<file path="config.mk">
export PLATFORM = sky130hd
export DESIGN_NAME = uart_stream_buffer_flat
export DESIGN_NICKNAME = d
export VERILOG_FILES = /design/src/rtl/uart_stream_if.sv /design/src/rtl/uart_stream_buffer.sv /design/src/flat_wrapper.sv
export SDC_FILE = /design/constraint.sdc
export NUM_CORES = 1
export LEC_CHECK = 0
export CAP_MARGIN = 20
export CORE_MARGIN = 2
export CORE_UTILIZATION = 53
export CTS_CLUSTER_DIAMETER = 40
export DETAILED_ROUTE_END_ITERATION = 6
export MAX_ROUTING_LAYER = met4
export PLACE_DENSITY = 0.68
export SYNTH_ARGS = -nofsm -noshare
export SYNTH_HDL_FRONTEND = slang
export SYNTH_SLANG_ARGS = --single-unit
</file>
<file path="constraint.sdc">
create_clock -name clk -period 4.2 [get_ports clk]
set_input_delay 0.84 -clock clk [delete_from_list [all_inputs] [get_ports clk]]
set_output_delay 0.84 -clock clk [all_outputs]
set_load 0.03 [all_outputs]
</file>
<file path="src/rtl/uart_stream_if.sv">
// Core-side byte-stream interface of uart_stream_buffer.
// TX push handshake, FWFT RX pop handshake, occupancy and overrun status.
interface uart_stream_if #(
    parameter int TX_DEPTH = 16,
    parameter int RX_DEPTH = 16
);
    localparam int TX_CW = $clog2(TX_DEPTH) + 1;
    localparam int RX_CW = $clog2(RX_DEPTH) + 1;

    logic [7:0]       tx_data;
    logic             tx_valid;
    logic             tx_ready;
    logic [TX_CW-1:0] tx_count;
    logic [7:0]       rx_data;
    logic             rx_valid;
    logic             rx_ready;
    logic [RX_CW-1:0] rx_count;
    logic             rx_overrun;
    logic             overrun_clear;

    modport master (
        output tx_data, tx_valid, rx_ready, overrun_clear,
        input  tx_ready, tx_count, rx_data, rx_valid, rx_count, rx_overrun
    );

    modport slave (
        input  tx_data, tx_valid, rx_ready, overrun_clear,
        output tx_ready, tx_count, rx_data, rx_valid, rx_count, rx_overrun
    );
endinterface

</file>
<file path="src/rtl/uart_stream_buffer.sv">
// Byte-stream front end for uart_controller: TX FIFO drained through the
// send/send_busy handshake, RX FIFO fed by rev_data_valid with sticky overrun.
module uart_stream_buffer #(
    parameter int TX_DEPTH = 16,
    parameter int RX_DEPTH = 16
) (
    input  logic        clk,
    input  logic        rst_n,
    uart_stream_if.slave core,
    output logic [7:0]  send_data,
    output logic        send,
    input  logic        send_busy,
    input  logic [7:0]  rev_data,
    input  logic        rev_data_valid,
    output logic        rev_data_invalid
);
    localparam int TX_AW = $clog2(TX_DEPTH);
    localparam int TX_CW = TX_AW + 1;
    localparam int RX_AW = $clog2(RX_DEPTH);
    localparam int RX_CW = RX_AW + 1;

    typedef enum logic [1:0] {
        TX_IDLE,
        TX_WAIT_BUSY,
        TX_WAIT_DONE
    } tx_state_e;

    // ---------------- TX FIFO ----------------
    logic [7:0]       tx_mem [TX_DEPTH];
    logic [TX_AW-1:0] tx_wr_ptr, tx_rd_ptr;
    logic [TX_CW-1:0] tx_cnt;
    logic             tx_not_full, tx_push, tx_pop;

    assign tx_not_full   = (tx_cnt != TX_CW'(TX_DEPTH));
    assign tx_push       = core.tx_valid && tx_not_full;
    assign core.tx_ready = tx_not_full;
    assign core.tx_count = tx_cnt;

    // NOTE: storage arrays carry no reset; pointers and counts alone define which entries are valid.
    always_ff @(posedge clk) begin
        if (tx_push) tx_mem[tx_wr_ptr] <= core.tx_data;
    end

    // NOTE: state registers use non-blocking assignments so every flop samples pre-edge values.
    always_ff @(posedge clk or negedge rst_n) begin
        if (!rst_n) begin
            tx_wr_ptr <= '0;
            tx_rd_ptr <= '0;
            tx_cnt    <= '0;
        end else begin
            if (tx_push) tx_wr_ptr <= tx_wr_ptr + TX_AW'(1);
            if (tx_pop)  tx_rd_ptr <= tx_rd_ptr + TX_AW'(1);
            case ({tx_push, tx_pop})
                2'b10:   tx_cnt <= tx_cnt + TX_CW'(1);
                2'b01:   tx_cnt <= tx_cnt - TX_CW'(1);
                default: tx_cnt <= tx_cnt;
            endcase
        end
    end

    // ---------------- TX issue FSM ----------------
    tx_state_e  tx_state, tx_state_nxt;
    logic       send_nxt;
    logic [7:0] send_data_nxt;

    // NOTE: every always_comb output is given a default first so no path can infer a latch.
    always_comb begin
        tx_state_nxt  = tx_state;
        send_nxt      = 1'b0;
        send_data_nxt = send_data;
        tx_pop        = 1'b0;
        case (tx_state)
            TX_IDLE: begin
                // Waiting on !send_busy also keeps a frame in flight across reset from being re-triggered.
                if (tx_cnt != '0 && !send_busy) begin
                    send_nxt      = 1'b1;
                    send_data_nxt = tx_mem[tx_rd_ptr];
                    tx_pop        = 1'b1;
                    tx_state_nxt  = TX_WAIT_BUSY;
                end
            end
            TX_WAIT_BUSY: if (send_busy)  tx_state_nxt = TX_WAIT_DONE;
            TX_WAIT_DONE: if (!send_busy) tx_state_nxt = TX_IDLE;
            default:                      tx_state_nxt = TX_IDLE;
        endcase
    end

    always_ff @(posedge clk or negedge rst_n) begin
        if (!rst_n) begin
            tx_state  <= TX_IDLE;
            send      <= 1'b0;
            send_data <= '0;
        end else begin
            tx_state  <= tx_state_nxt;
            send      <= send_nxt;
            send_data <= send_data_nxt;
        end
    end

    // ---------------- RX FIFO ----------------
    logic [7:0]       rx_mem [RX_DEPTH];
    logic [RX_AW-1:0] rx_wr_ptr, rx_rd_ptr;
    logic [RX_CW-1:0] rx_cnt;
    logic             rx_full, rx_not_empty, rx_pop, rx_capture, rx_push, rx_drop;

    assign rx_full      = (rx_cnt == RX_CW'(RX_DEPTH));
    assign rx_not_empty = (rx_cnt != '0);
    assign rx_pop       = rx_not_empty && core.rx_ready;
    // The ack cycle masks capture, so a valid held into it is not taken twice.
    assign rx_capture   = rev_data_valid && !rev_data_invalid;
    assign rx_push      = rx_capture && (!rx_full || rx_pop);
    assign rx_drop      = rx_capture && rx_full && !rx_pop;

    assign core.rx_data  = rx_mem[rx_rd_ptr];
    assign core.rx_valid = rx_not_empty;
    assign core.rx_count = rx_cnt;

    always_ff @(posedge clk) begin
        if (rx_push) rx_mem[rx_wr_ptr] <= rev_data;
    end

    always_ff @(posedge clk or negedge rst_n) begin
        if (!rst_n) begin
            rx_wr_ptr        <= '0;
            rx_rd_ptr        <= '0;
            rx_cnt           <= '0;
            rev_data_invalid <= 1'b0;
            core.rx_overrun  <= 1'b0;
        end else begin
            if (rx_push) rx_wr_ptr <= rx_wr_ptr + RX_AW'(1);
            if (rx_pop)  rx_rd_ptr <= rx_rd_ptr + RX_AW'(1);
            case ({rx_push, rx_pop})
                2'b10:   rx_cnt <= rx_cnt + RX_CW'(1);
                2'b01:   rx_cnt <= rx_cnt - RX_CW'(1);
                default: rx_cnt <= rx_cnt;
            endcase
            rev_data_invalid <= rx_capture;
            // A drop in the same cycle as a clear request wins.
            if (rx_drop)                 core.rx_overrun <= 1'b1;
            else if (core.overrun_clear) core.rx_overrun <= 1'b0;
        end
    end
endmodule

</file>
<file path="src/flat_wrapper.sv">
// flat-port wrapper written by rule: the top's interface ports become plain ports
module uart_stream_buffer_flat 
#(
    parameter int TX_DEPTH = 16,
    parameter int RX_DEPTH = 16
)
  (clk, rst_n, send_data, send, send_busy, rev_data, rev_data_valid, rev_data_invalid, core_tx_data, core_tx_valid, core_rx_ready, core_overrun_clear, core_tx_ready, core_tx_count, core_rx_data, core_rx_valid, core_rx_count, core_rx_overrun);
  uart_stream_if #(.TX_DEPTH(TX_DEPTH), .RX_DEPTH(RX_DEPTH)) core_i ();
  input  logic clk;
  input  logic rst_n;
  output logic [7:0] send_data;
  output logic send;
  input  logic send_busy;
  input  logic [7:0] rev_data;
  input  logic rev_data_valid;
  output logic rev_data_invalid;
  input wire logic [$bits(core_i.tx_data)-1:0] core_tx_data;
  input wire logic [$bits(core_i.tx_valid)-1:0] core_tx_valid;
  input wire logic [$bits(core_i.rx_ready)-1:0] core_rx_ready;
  input wire logic [$bits(core_i.overrun_clear)-1:0] core_overrun_clear;
  output wire logic [$bits(core_i.tx_ready)-1:0] core_tx_ready;
  output wire logic [$bits(core_i.tx_count)-1:0] core_tx_count;
  output wire logic [$bits(core_i.rx_data)-1:0] core_rx_data;
  output wire logic [$bits(core_i.rx_valid)-1:0] core_rx_valid;
  output wire logic [$bits(core_i.rx_count)-1:0] core_rx_count;
  output wire logic [$bits(core_i.rx_overrun)-1:0] core_rx_overrun;
  assign core_i.tx_data = core_tx_data;
  assign core_i.tx_valid = core_tx_valid;
  assign core_i.rx_ready = core_rx_ready;
  assign core_i.overrun_clear = core_overrun_clear;
  assign core_tx_ready = core_i.tx_ready;
  assign core_tx_count = core_i.tx_count;
  assign core_rx_data = core_i.rx_data;
  assign core_rx_valid = core_i.rx_valid;
  assign core_rx_count = core_i.rx_count;
  assign core_rx_overrun = core_i.rx_overrun;
  uart_stream_buffer #(.TX_DEPTH(TX_DEPTH), .RX_DEPTH(RX_DEPTH)) u_core (.clk(clk), .rst_n(rst_n), .core(core_i), .send_data(send_data), .send(send), .send_busy(send_busy), .rev_data(rev_data), .rev_data_valid(rev_data_valid), .rev_data_invalid(rev_data_invalid));
endmodule
</file>
Word-level counts from Yosys, hierarchy flattened
Memories as Yosys holds them, arrays and structs flattened. A register that Yosys moved wholly into a read port is not among the register bits.
Cells that the tools add are included.
{"block": "classes", "addsub": 8, "n_eq_ne": 11, "multipliers": 0, "bitwise_logic": 0, "muxes": 14, "div": 0, "magnitude_cmp": 0, "n_reduce_logical": 21, "shift": 0}
{"operator": "case mux 5 bit (2 select lines)", "count": 2}
{"operator": "adder 4 x 1 -> 4 bit (second input constant)", "count": 4}
{"operator": "adder 5 x 1 -> 5 bit (second input constant)", "count": 2}
{"operator": "nonzero test 5 bit", "count": 2}
{"operator": "subtractor 5 x 1 -> 5 bit (second input constant)", "count": 2}
{"operator": "two-way mux 1 bit", "count": 8}
{"operator": "logical AND 1 bit", "count": 7}
{"operator": "== test 2 x 1 -> 1 bit (second input constant)", "count": 3}
{"operator": "== test 2 bit (second input constant)", "count": 3}
{"operator": "two-way mux 2 bit", "count": 3}
{"operator": "case mux 2 bit (3 select lines)", "count": 1}
{"operator": "nonzero test 2 bit", "count": 3}
{"operator": "== test 5 bit (second input constant)", "count": 1}
{"operator": "zero test 1 bit", "count": 5}
{"operator": "inequality test 5 bit (second input constant)", "count": 1}
{"operator": "inequality test 2 bit (second input constant)", "count": 2}
{"operator": "AND reduction 3 bit", "count": 1}
{"operator": "zero test 2 bit", "count": 1}
{"operator": "inequality test 2 x 1 -> 1 bit (second input constant)", "count": 1}
{"operator": "AND reduction 2 bit", "count": 1}
{"operator": "logical OR 1 bit", "count": 1}
{"block": "totals", "reg_bits": 31, "out_inout_bits": 31, "in_bits": 23, "wordCells": 66, "memories": 2, "latchBits": 0, "rom_bits": 0, "ramBits": 256}
{"memory": "u_core.rx_mem", "words": 16, "width": 8, "read_ports": 1, "rd_ports_with_merged_regs": 0, "wr": 1, "line_no": "uart_stream_buffer.sv:101", "text": "logic [7:0] rx_mem [RX_DEPTH];"}
{"memory": "u_core.tx_mem", "words": 16, "width": 8, "read_ports": 1, "rd_ports_with_merged_regs": 1, "wr": 1, "line_no": "uart_stream_buffer.sv:29", "text": "logic [7:0] tx_mem [TX_DEPTH];"}

Longest topological paths before layout
Gate-level depths: netlist of run 1.
{"block": "logic_depth", "word_depth": 6, "mapped_depth": 12, "mapped_depth_nobuf": 10}

Least setup slack after synthesis of run 1
Ideal clock, no wire load.
{"block": "synth_timing", "path_kind": "input to register", "from": "in send_busy", "to": "reg u_core.tx_cnt[4] (netlist: u_core.core.tx_count[4])", "arrival_time_ns": 3.034, "cell_stages": 11, "path_buffers": 2, "required_ns": 4.077, "slack_ns": 1.043, "cell_sequence": "nor3_1 -> a21boi_0 -> clkbuf_1 -> ha_1 -> clkbuf_1 -> xor2_1 -> ha_1 -> o211a_1 -> o31ai_1 -> a31oi_1 -> xnor2_1"}
{"block": "synth_between", "elab_chain_len": 6, "word_cells_on_any_way": 8, "cone_classes": "eq/ne: 2; mux: 3; reduce/logical: 3"}
{"item": "start: declaration", "line_no": "flat_wrapper.sv:13", "text": "input logic send_busy;"}
{"item": "zero test 1 bit *", "line_no": "uart_stream_buffer.sv:75", "text": "if (tx_cnt != '0 && !send_busy) begin"}
{"item": "logical AND 1 bit *", "line_no": "uart_stream_buffer.sv:75"}
{"item": "two-way mux 1 bit * (2 in a row)"}
{"item": "via u_core.send_nxt", "line_no": "uart_stream_buffer.sv:63", "text": "logic send_nxt;"}
{"item": "== test 2 x 1 -> 1 bit or == test 2 bit (tied branches)", "line_no": "uart_stream_buffer.sv:53", "text": "case ({tx_push, tx_pop})"}
{"item": "case mux 5 bit (2 select lines) or nonzero test 2 bit (tied branches)"}
{"item": "end signal: assignment", "line_no": "uart_stream_buffer.sv:54", "text": "2'b10: tx_cnt <= tx_cnt + TX_CW'(1);"}
{"item": "end signal: assignment", "line_no": "uart_stream_buffer.sv:55", "text": "2'b01: tx_cnt <= tx_cnt - TX_CW'(1);"}
{"item": "end signal: assignment", "line_no": "uart_stream_buffer.sv:56", "text": "default: tx_cnt <= tx_cnt;"}
{"item": "end: declaration", "line_no": "uart_stream_buffer.sv:31", "text": "logic [TX_CW-1:0] tx_cnt;"}
Mark *: on every way through the listed nets, which the timed path passes. The rest lies on a longest branch.
A chain may end at the register's enable or synchronous reset.

Worst setup path after layout of run 1
{"block": "layout_timing", "from": "reg u_core.rx_rd_ptr[0]", "to": "out core_rx_data[5]"}
{"block": "layout_between", "elab_chain_len": 1}
{"item": "start: declaration", "line_no": "uart_stream_buffer.sv:102", "text": "logic [RX_AW-1:0] rx_wr_ptr, rx_rd_ptr;"}
{"item": "start signal: assignment", "line_no": "uart_stream_buffer.sv:131", "text": "if (rx_pop) rx_rd_ptr <= rx_rd_ptr + RX_AW'(1);"}
{"item": "memory (16 x 8 bit)"}
{"item": "end: declaration", "line_no": "flat_wrapper.sv:23", "text": "output wire logic [$bits(core_i.rx_data)-1:0] core_rx_data;"}
Every way passes these cells.

==> metrics.txt, run 1 <==
result of the run finished, final reports clean; GPL Wtd Cong 0.773; final core area utilization 64.0%; row cnt 54; total number of nets in the final design 727; maximum net fanout on the critical path 12; shortest clock period the worst path allows after layout 3.85 ns; worst relative slew slack 34.2%; P_sw 3.03 mW; global-route wire length before repair 36.4 mm; Fin Setup TNS 0 ns; Comb pwr share 28.4%; post-synth net total 639; clock latency reported for the late side of the worst-skew pair 0.51 ns; via count of the first global-routing pass 6282; most common cell after layout, fill and taps aside sky130_fd_sc_hd__edfxtp_1; Global Route Usage Sum 21.3%; Avg WL per Cell 23.5 microns; number of nets with antenna violations after detailed routing 0; Vias per Instance 5.87; CTS resizes 0; post-place instance area 0.0128 sq mm; count of input and output buffers 53; number of flip-flops and latches in the synthesized netlist 295; die area 0.0235 sq mm; required time of the worst setup path 3.36 ns; initial antenna violation count 0; top area cells in the synthesized netlist sky130_fd_sc_hd__edfxtp_1, sky130_fd_sc_hd__mux4_2, sky130_fd_sc_hd__dfrtp_1; startpoint class of the critical path flip-flop; count of vias placed by the detailed router 5838; cell accounting for the most synthesized area sky130_fd_sc_hd__edfxtp_1; routed wire length 23.4 mm; Crit path arrival time 3.01 ns; Static Leak 4.72 nW; pin count of the biggest net entering global routing 40; antenna fix cells 0; Tightest Hold Check Type in -> async; Area growth, synth to finish 18.2%; clock share of power 30.3%; Synth Instances 598; Post-synth EDFFs 256; Design Area, Final 0.0140 sq mm; warning count from the yosys run 0; CTS tree built; iteration count of the initial detailed-routing pass 5; fraction of synthesized cell area taken by the top area cell type 65.1%; sequential element share of the synthesized area 73.4%; First DRT Iteration DRCs 420; Detail Placement HPWL 14.9 mm; Cell Int Power 6.82 mW; Chip Width 153 microns; share of total power in sequential cells 41.3%; starting density of the core 54.1%; number of buffers created by CTS 37; worst clock skew 0.0190 ns; Synth Area per Inst 19.7 sq um; Async S/R FF share, synth 13.2%; Netlist cell types 47; maximum level of the CTS H-tree 2; post-synthesis instance area 0.0118 sq mm; total setup buffers inserted after CTS 0; height of the die 153 microns; prevailing post-synth register cell sky130_fd_sc_hd__edfxtp_1; number of clock sinks seen by CTS 295; final critical-path share of the clock period 91.8%; unrepaired setup endpoints after global routing false; Reg clk slew, reported paths 0.06 ns; proportion of total power due to net switching 30.7%; Critical Setup Path Class reg -> out; Core Footprint 0.0218 sq mm; Critical Path Sink Type primary output; Root Buffer Master sky130_fd_sc_hd__clkbuf_16; total count of max-transition violations in the final report 0; number of setup violations in the final report 0; achievable frequency 259 MHz; Final Hold Violating Endpoints 0; highest-count cells in the layout ignoring fill and taps sky130_fd_sc_hd__edfxtp_1, sky130_fd_sc_hd__mux4_2, sky130_fd_sc_hd__clkdlybuf4s50_1, sky130_fd_sc_hd__clkbuf_16, sky130_fd_sc_hd__dfrtp_1; worst-case vdd ir drop 0.000439 V; slew at the pin with the worst max-slew slack 0.984 ns; count of fill cells added during filler insertion 1473; overflow left after global routing 0; CTS Hold Bufs 0; boundary pin count 54; ratio of total power to cell area 706 mW/mm^2; Clock Tree Buf Depth 3; total DRC errors in the routed layout 0; layout cells sized above 1 25.0%; # Max-Cap Violations 0
==> layout make-up <==
type | instances | area (sq um) | area share, %
inverter | 13 | 48.8 | 0.349
clock buffer | 51 | 1020 | 7.31
tap | 280 | 350 | 2.51
multi-input combinational | 257 | 2950 | 21.1
timing repair buffer | 82 | 768 | 5.50
sequential | 295 | 8670 | 62.1
clock inverter | 17 | 156 | 1.12
==> synthesized netlist by cell type (all sizes together) (9+ instances only) <==
library cell    n
mux4           72
xnor2          16
dfrtp          39
nand2b          9
clkbuf         18
a21oi          12
nand2          18
edfxtp        256
inv            13
nor2           26
nor3           11
o22ai          16
buf            15
mux2           12
ha             17
==> per-stage QoR <==
step | hold WS, ns | cells | total power [mW] | setup slack (ns)
after floorplan | 0.451 | 598 | 6.01 | 1.04
after global placement | 0.467 | 926 | 6.86 | 0.858
after detailed placement | 0.499 | 926 | 6.95 | 0.778
after CTS | 0.503 | 994 | 9.96 | 0.300
after global routing | 0.149 | 995 | 10.3 | 0.227
final | 0.165 | 995 | 9.85 | 0.345
==> power by group through the flow <==
stage	combinational [mW]	sequential [mW]	clock (mW)
6_report	2.79	4.07	2.99
3_3_place_gp	2.74	4.12	0
2_1_floorplan	2.06	3.95	0
5_1_grt	2.99	4.15	3.16
4_1_cts	2.83	4.08	3.04
3_5_place_dp	2.82	4.14	0
==> state kept, by name (all words and copies together), names as in the netlist <==
register,count
u_core.tx_mem,128
u_core.rx_wr_ptr,4
u_core.send,1
u_core.tx_wr_ptr,4
u_core.tx_state,2
u_core.send_data,8
u_core.rx_rd_ptr,4
u_core.core.rx_overrun,1
u_core.rev_data_invalid,1
u_core.core.tx_count,5
u_core.core.rx_count,5
u_core.rx_mem,128
u_core.tx_rd_ptr,4
==> layer usage <==
metal / vias to the layer above / wire length (microns) / global-route usage, %
li1: 2590 / - / -
met1: 3041 / 9300 / 26.6
met2: 168 / 12500 / 36.1
met3: 39 / 1080 / 3.63
met4: 0 / 538 / 6.31
met5: - / 0 / -
==> critical path: stages (launching register included) <==
cell and delay, ns:
sky130_fd_sc_hd__dfrtp_2 0.63, sky130_fd_sc_hd__buf_4 0.26, sky130_fd_sc_hd__mux4_2 0.52, sky130_fd_sc_hd__mux4_2 0.48
sky130_fd_sc_hd__clkdlybuf4s50_1 0.62
==> final timing paths <==
kind | from | endpoint | slack [ns] | cells past startpoint
hold reg to reg | u_core.tx_state[1]$_DFFE_PN0P_ | u_core.tx_state[0]$_DFFE_PN0P_ | 0.50 | 1
max in group asynchronous | rst_n | u_core.tx_rd_ptr[3]$_DFFE_PN0P_ | 3.57 | 2
hold / removal | rst_n | u_core.send_data[5]$_DFFE_PN0P_ | 0.16 | 1
setup reg to reg | u_core.core.tx_count[2]$_DFFE_PN0P_ | u_core.core.tx_count[4]$_DFFE_PN0P_ | 1.19 | 11
min in group clk | u_core.tx_state[1]$_DFFE_PN0P_ | u_core.tx_state[0]$_DFFE_PN0P_ | 0.50 | 1
setup / recovery | u_core.rx_rd_ptr[0]$_DFFE_PN0P_ | core_rx_data[5] | 0.35 | 4
==> cells by family (layout without fill, tap and decap cells) <==
kind of cell | Yosys count | after routing | synth area share [%]
AOI/OAI and AO/OA | 52 | 52 | 3.06
xor gates and xnor gates | 21 | 21 | 1.56
adders and majority gates | 18 | 18 | 1.97
buffers and inverters | 46 | 163 | 1.68
DFF | 295 | 295 | 73.4
muxes | 85 | 85 | 15.0
and+or+nand+nor | 81 | 81 | 3.34
(Power assumes the default switching activity.)
==> run 2: changes to the inputs <==
CTS_CLUSTER_SIZE = 16   (was not set)
==> run 2 against run 1 <==
Register-to-register slack hardly changed. Count of clock-buffer cells in the layout decreased by 6. Global-route usage increased by 0.48 points. Core utilization rose by 0.074 points. Flip-flop and latch count did not move. Die area unchanged. Non-clock buffer count unchanged. Design area grew 0.12%. Power rose by 1.1%. Worst hold slack worse by 0.0092 ns. Via count rose by 0.10%. Highest routed layer unchanged.
==> metrics.txt, run 2 (synthesis results as in run 1) <==
antenna fix cells 0 (unchanged); clock latency reported for the late side of the worst-skew pair 0.52 ns (was 0.51 ns); Cell Int Power 6.92 mW (was 6.82 mW); share of total power in sequential cells 40.9% (was 41.3%); routed wire length 23.9 mm (was 23.4 mm); Comb pwr share 28.1% (was 28.4%); number of buffers created by CTS 34 (was 37); Detail Placement HPWL 14.9 mm (unchanged); DP Worst Slack 0.778 ns (unchanged); CTS tree built (unchanged); total setup buffers inserted after CTS 0 (unchanged); boundary pin count 54 (unchanged); met1 WL 9.48 mm (was 9.30 mm); die area 0.0235 sq mm (unchanged); most common cell after layout, fill and taps aside sky130_fd_sc_hd__edfxtp_1 (unchanged); total number of nets in the final design 724 (was 727); CTS resizes 0 (unchanged); ratio of total power to cell area 712 mW/mm^2 (was 706 mW/mm^2); Critical Setup Path Class reg -> out (unchanged); total area of multi-input combinational cells 0.00295 sq mm (unchanged); height of the die 153 microns (unchanged); Vias per Instance 5.91 (was 5.87); maximum level of the CTS H-tree 2 (unchanged); worst clock skew 0.0213 ns (was 0.0190 ns); final setup margin 0.314 ns (was 0.345 ns); P_sw 3.04 mW (was 3.03 mW); Area growth, synth to finish 18.4% (was 18.2%); Core Footprint 0.0218 sq mm (unchanged); worst relative slew slack 34.4% (was 34.2%); detailed route wirelength on metal3 1.06 mm (was 1.08 mm); slew at the pin with the worst max-slew slack 0.981 ns (was 0.984 ns); required time of the worst setup path 3.36 ns (about the same); worst-case vdd ir drop 0.000447 V (was 0.000439 V); iteration count of the initial detailed-routing pass 4 (was 5); worst slack on hold paths 0.156 ns (was 0.165 ns); Tightest Hold Check Type in -> async (unchanged); total DRC errors in the routed layout 0 (unchanged); Final Hold Violating Endpoints 0 (unchanged); count of vias placed by the detailed router 5844 (was 5838); CTS Hold Bufs 0 (unchanged); final critical-path share of the clock period 92.5% (was 91.8%); Fin Setup TNS 0 ns (unchanged); initial antenna violation count 0 (unchanged); overflow left after global routing 0 (unchanged); GPL Wtd Cong 0.773 (unchanged); number of nets with antenna violations after detailed routing 0 (unchanged); layout cells sized above 1 25.1% (was 25.0%); via count of the first global-routing pass 6244 (was 6282); number of setup violations in the final report 0 (unchanged); maximum net fanout on the critical path 19 (was 12); row cnt 54 (unchanged); achievable frequency 257 MHz (was 259 MHz); Critical Path Sink Type primary output (unchanged); Chip Width 153 microns (unchanged); starting density of the core 54.1% (unchanged); routed wire length on met2 12.8 mm (was 12.5 mm); Global Route Usage Sum 21.8% (was 21.3%); # Max-Cap Violations 0 (unchanged); highest-count cells in the layout ignoring fill and taps sky130_fd_sc_hd__edfxtp_1, sky130_fd_sc_hd__mux4_2, sky130_fd_sc_hd__clkdlybuf4s50_1, sky130_fd_sc_hd__clkbuf_16, sky130_fd_sc_hd__dfrtp_1 (unchanged); unrepaired setup endpoints after global routing false (unchanged); startpoint class of the critical path flip-flop (unchanged); Clock Tree Buf Depth 3 (unchanged); count of fill cells added during filler insertion 1469 (was 1473); result of the run finished, final reports clean (unchanged); number of clock sinks seen by CTS 295 (unchanged); Root Buffer Master sky130_fd_sc_hd__clkbuf_16 (unchanged); depth of the most critical reg-to-reg path 11 (unchanged); proportion of total power due to net switching 30.6% (was 30.7%); pin count of the biggest net entering global routing 40 (unchanged); Static Leak 4.72 nW (about the same); shortest clock period the worst path allows after layout 3.89 ns (was 3.85 ns); Reg clk slew, reported paths 0.06 ns (about the same); flip-flop and latch area 0.00867 sq mm (unchanged); count of input and output buffers 53 (unchanged); largest registers u_core.rx_mem: 128 flops, u_core.tx_mem: 128 flops, u_core.send_data: 8 flops (unchanged); sum of internal, switching and leakage power 9.96 mW (was 9.85 mW); Crit path arrival time 3.05 ns (was 3.01 ns); Max Used Layer met4 (unchanged); clock share of power 31.0% (was 30.3%); First DRT Iteration DRCs 406 (was 420); global-route wire length before repair 37.2 mm (was 36.4 mm); Avg WL per Cell 24.2 microns (was 23.5 microns); total count of max-transition violations in the final report 0 (unchanged)
run 2: path summary, 6_finish.rpt:
| check | to | from | slack [ns] |
|---|---|---|---|
| min in group clk | u_core.tx_state[0]$_DFFE_PN0P_ | u_core.tx_state[1]$_DFFE_PN0P_ | 0.50 |
| setup / recovery | core_rx_data[7] | u_core.rx_rd_ptr[0]$_DFFE_PN0P_ | 0.31 |
| setup reg to reg | u_core.core.tx_count[4]$_DFFE_PN0P_ | u_core.core.tx_count[1]$_DFFE_PN0P_ | 1.19 |
| max in group asynchronous | u_core.rx_rd_ptr[0]$_DFFE_PN0P_ | rst_n | 3.56 |
| hold reg to reg | u_core.tx_state[0]$_DFFE_PN0P_ | u_core.tx_state[1]$_DFFE_PN0P_ | 0.50 |
| hold / removal | u_core.send_data[3]$_DFFE_PN0P_ | rst_n | 0.16 |
run 2: power by group through the flow:
stage	combinational [mW]	sequential, mW	clock [mW]
after floorplan	2.06	3.95	0
after global placement	2.74	4.12	0
after detailed placement	2.82	4.14	0
after CTS	2.84	4.09	3.14
after global routing	3.00	4.15	3.26
final	2.80	4.07	3.08
run 2: routing by layer:
layer | track usage (%) | vias to the layer above
li1 | - | 2584
met1 | 27.3 | 3054
met2 | 37.0 | 162
met3 | 3.49 | 44
met4 | 6.61 | 0
met5 | - | -
run 2: area by class of cell:
type	instances	area share (%)
Clock buffer	45	6.84
Clock inverter	17	1.70
Inverter	13	0.349
Multi-Input combinational cell	257	21.1
Sequential cell	295	62.0
Tap cell	280	2.51
Timing Repair Buffer	82	5.50
run 2: per-stage QoR:
stage | utilization, % | instance area (sq um) | instances
2_1_floorplan | - | 11800 | 598
3_3_place_gp | 58.5 | 12800 | 926
3_5_place_dp | 58.5 | 12800 | 926
4_1_cts | 64.0 | 14000 | 988
5_1_grt | 64.1 | 14000 | 989
6_report | 64.1 | 14000 | 989
run 2: critical path, cell delays in order, from the launching register on:
cell	delay, ns
sky130_fd_sc_hd__dfrtp_2	0.64
sky130_fd_sc_hd__buf_12	0.25
sky130_fd_sc_hd__mux4_2	0.54
sky130_fd_sc_hd__mux4_2	0.49
sky130_fd_sc_hd__clkdlybuf4s50_1	0.61
